### src/rtl/regfile_wsel.sv
// 32 x WIDTH register file driven by an active-low one-hot write select.
// Register 0 reads as zero. A multi-hot select is dropped and sets a sticky error flag.
module regfile_wsel #(
    parameter int WIDTH  = 32,
    parameter int BYPASS = 1
) (
    input  logic             clk,
    input  logic             rst,
    input  logic             we,
    input  logic [31:0]      wsel_n,
    input  logic [WIDTH-1:0] wdata,
    input  logic [4:0]       raddr1,
    input  logic [4:0]       raddr2,
    output logic [WIDTH-1:0] rdata1,
    output logic [WIDTH-1:0] rdata2,
    output logic             wsel_err,
    output logic [15:0]      wr_count
);

    logic [WIDTH-1:0] regs [32];
    logic [4:0]       zcount;
    logic [4:0]       widx;
    logic             commit;
    logic             multi;

    // Bit 0 is skipped because register 0 can never be written.
    // widx is only meaningful when zcount == 1.
    always_comb begin
        zcount = '0;
        widx   = '0;
        for (int i = 1; i < 32; i++) begin
            if (!wsel_n[i]) begin
                zcount = zcount + 5'd1;
                widx   = i[4:0];
            end
        end
    end

    assign commit = we && (zcount == 5'd1);
    assign multi  = we && (zcount > 5'd1);

    always_ff @(posedge clk or posedge rst) begin
        if (rst) begin
            for (int i = 0; i < 32; i++) regs[i] <= '0;
            wsel_err <= 1'b0;
            wr_count <= '0;
        end else begin
            for (int i = 1; i < 32; i++) begin
                if (commit && widx == i[4:0]) regs[i] <= wdata;
            end
            if (commit) wr_count <= wr_count + 16'd1;
            if (multi)  wsel_err <= 1'b1;
        end
    end

    always_comb begin
        rdata1 = regs[raddr1];
        rdata2 = regs[raddr2];
        // Forward the write data for a write that commits on the coming edge.
        if (BYPASS != 0 && commit && raddr1 == widx) rdata1 = wdata;
        if (BYPASS != 0 && commit && raddr2 == widx) rdata2 = wdata;
        if (raddr1 == 5'd0) rdata1 = '0;
        if (raddr2 == 5'd0) rdata2 = '0;
    end

endmodule

### config.mk
export PLATFORM = sky130hd
export DESIGN_NAME = regfile_wsel
export DESIGN_NICKNAME = d
export VERILOG_FILES = /design/src/rtl/regfile_wsel.sv
export SDC_FILE = /design/constraint.sdc
export NUM_CORES = 2
export LEC_CHECK = 0
export CORE_MARGIN = 2
export CORE_UTILIZATION = 31
export CTS_CLUSTER_DIAMETER = 60
export DETAILED_ROUTE_END_ITERATION = 8
export PLACE_DENSITY = 0.45
export RECOVER_POWER = 100
export REMOVE_ABC_BUFFERS = 1
export SKIP_LAST_GASP = 1
export SLEW_MARGIN = 25
export SYNTH_ARGS = -nofsm -noshare
export SYNTH_HDL_FRONTEND = slang
export SYNTH_SLANG_ARGS = --single-unit
### constraint.sdc
create_clock -name clk -period 31.5 [get_ports clk]
set_clock_uncertainty 0.1 [all_clocks]
set_input_delay 3.15 -clock clk [delete_from_list [all_inputs] [get_ports clk]]
set_output_delay 3.15 -clock clk [all_outputs]
set_load 0.01 [all_outputs]
==> run summary <==
Status -> finished, violations left
Failing checks -> capacitance limit, slew limit
Antenna violations before repair -> 5
Cells after synthesis -> 4249
Unrepaired setup endpoints after global routing -> false
Seq/Total Area, Yosys -> 42.21%
Fin nets -> 4314
Max-Cap Viols -> 46
Global route overflow -> 0
Fin crit period -> 28.53 ns
Final worst slack -> 2.970 ns
Longest Clk Path Bufs -> 3
Endpoint type of the worst setup path -> primary output
Worst min path class -> reg -> reg
Die width -> 443.3 um
Share of post-route cells with drive strength above 1 -> 37.17%
Dpl ws -> 3.603 ns
Setup CP Type -> in -> out
Starting Density -> 31.13%
DIE HEIGHT -> 443.3 um
Total Negative Setup Slacks -> 0 ns
Total vias in the final route -> 37820
Vias in the first global route -> 39200
Core area -> 0.1922 mm^2
Flops & latches, synth -> 1009
Critical hold path startpoint -> wr_count[15]
Clk sinks -> 1009
Clock latency on the worst-skew pair -> 0.74 ns
Worst ir drop on vdd -> 408.1 uV
R2R Path End -> wr_count[15]
Final setup vio count -> 0
FF-to-FF path depth -> 5
R2R Setup Slk -> 29.82 ns
Total Routing Usage GR -> 19.53%
CTS root buf -> clkbuf_16
DP Cell Count -> 6597
Core Rows -> 161
Slowest CP cell -> xnor2_1
Most common cell after layout, fill and taps aside -> dfrtp_1
Leakage power -> 30.66 nW
Synth top area share -> 42.21%
Period utilization -> 90.57%
DRC -> 0
Crit-path max cell delay -> 0.85 ns
Postcts setup bufs -> 0
Most frequent cells in the layout -> dfrtp_1, mux2_2, mux4_2
Ys Warns -> 32
Min Hold Slack -> 0.3673 ns
Initial DRC count -> 2420
Fmax -> 35.05 MHz
Avg Cell Area, Syn -> 14.08 um^2
Top FF cell, synth -> dfrtp_1
Endpoint, Worst Hold -> wr_count[15]
ANT nets after route -> 0
GP Congestion -> 0.7435
Slew Limit Headroom -> -461.7%
CTS Buf Count -> 130
CP Launch Type -> input pin
EDFF count, synth -> 0
Slew @ Worst Pin -> 8.426 ns
First-pass GRT wire length -> 283.4 mm
Fin cells -> 6833
Ys async rst share -> 100.0%
Vias/cell -> 5.535
Cell taking the most area after synthesis -> dfrtp_1
Post-Route Utilization -> 35.12%
Hold Buf Count CTS -> 0
Pwr dens -> 76.68 mW/mm^2
CP max FO -> 23
Count of different cell masters after synthesis -> 89
# IOs -> 158
Crit path DAT -> 25.28 ns
Initial DRT Pass Iterations -> 5
Worst path required time -> 28.25 ns
Clk pin slew, worst setup/hold paths -> 0.04 ns
H-Tree Depth -> 4
Worst reg2reg path startpoint -> wr_count[6]
Cts repair resizes -> 0
P&R area growth vs syn -> 12.84%
TritonCTS clock tree -> yes
DP Wirelength -> 104.9 mm
Largest net degree at the start of global routing -> 163
IO Port Bufs -> 156
Filler instances -> 18650
Hold Path Stages -> 1
Drt wl/cell -> 28.29 um
Largest cells by area after synthesis -> dfrtp_1, mux4_2, mux2_2
Routed WL -> 193.3 mm
Die area -> 0.1965 mm^2
Crit path buffers/inverters -> 9
Syn Std Cell Area -> 0.05982 mm^2
Final Hold Vio Count -> 0
Slew Limit Fails -> 2063
Most used cell along the critical path -> ha_1
Worst path top cell family by delay -> compound AO/OA/AOI/OAI gates
[logic make-up after synthesis]
family	Yosys count	synth area share [%]
compound gates	404	4.372
mux	1749	42.22
simple gates	426	4.069
fa+ha+maj	33	0.6903
buf+inv	468	3.541
flops	1009	42.21
xor+xnor	160	2.901
[sequential cells by signal, summed over array words and instances, names as in the netlist]
signal and count:
regs 992, wr_count 16, wsel_err 1
[cells in the mapped netlist, types with 12 or more instances]
cell	n
inv_1	38
buf_6	30
a21oi_1	134
mux4_2	516
ha_1	33
buf_4	17
xnor2_1	87
nand3_1	25
clkbuf_1	235
nor2_1	57
nor2b_1	20
xor2_1	42
a22o_1	31
a31oi_1	22
o22ai_1	37
xnor2_2	16
nand2b_1	26
mux2_1	311
mux2i_1	203
o21ai_0	69
mux2_2	719
o221ai_1	32
or3_1	13
nor4_1	15
buf_1	86
dfrtp_1	1009
nand2_1	129
nor3_1	49
nand4_1	12
buf_2	58
[routing by layer]
layer	vias up	GRT usage, %	wire length (um)
met5	-	0	0
met4	0	5.607	5467
met3	263	2.755	6879
met2	748	33.10	96140
met1	20550	25.99	84800
li1	16260	-	-
[through the flow]
stage | total power [mW] | area (um^2)
3_3_place_gp | 3.719 | 63510
4_1_cts | 5.268 | 67820
2_1_floorplan | 3.180 | 57860
3_5_place_dp | 3.737 | 63480
6_report | 5.176 | 67500
5_1_grt | 5.506 | 67500
[power by group]
part | switching [mW] | internal, mW | leakage (nW)
Clock | 0.621 | 0.878 | 2.12
Combinational | 1.21 | 1.00 | 14.5
Sequential | 0.0660 | 1.40 | 14.0
Total | 1.90 | 3.28 | 30.7
[worst max-delay path by stage]
stage,startpoint,endpoint,slack [ns],cells after the start
final,wsel_n[2],rdata2[16],2.97,100
after detailed placement,wsel_n[2],rdata2[2],3.60,100
after CTS,wsel_n[2],rdata2[2],3.45,100
after floorplan,rst,regs[0],-0.14,1
after global placement,wsel_n[2],rdata2[2],3.42,100
after global routing,wsel_n[2],rdata2[2],0.88,100
[final cells by class]
class	instances	area [um^2]	area share, %
flip-flops and latches	1009	25250	37.41
diodes	2	5.005	0.007415
multi-input cells	2772	32500	48.15
clock buffers	190	3830	5.674
inverters	42	158.9	0.2354
well taps	2526	3161	4.682
repair buffers	249	2086	3.090
clock inverters	43	509.2	0.7545
No activity file was read; power rests on OpenSTA's default activity.
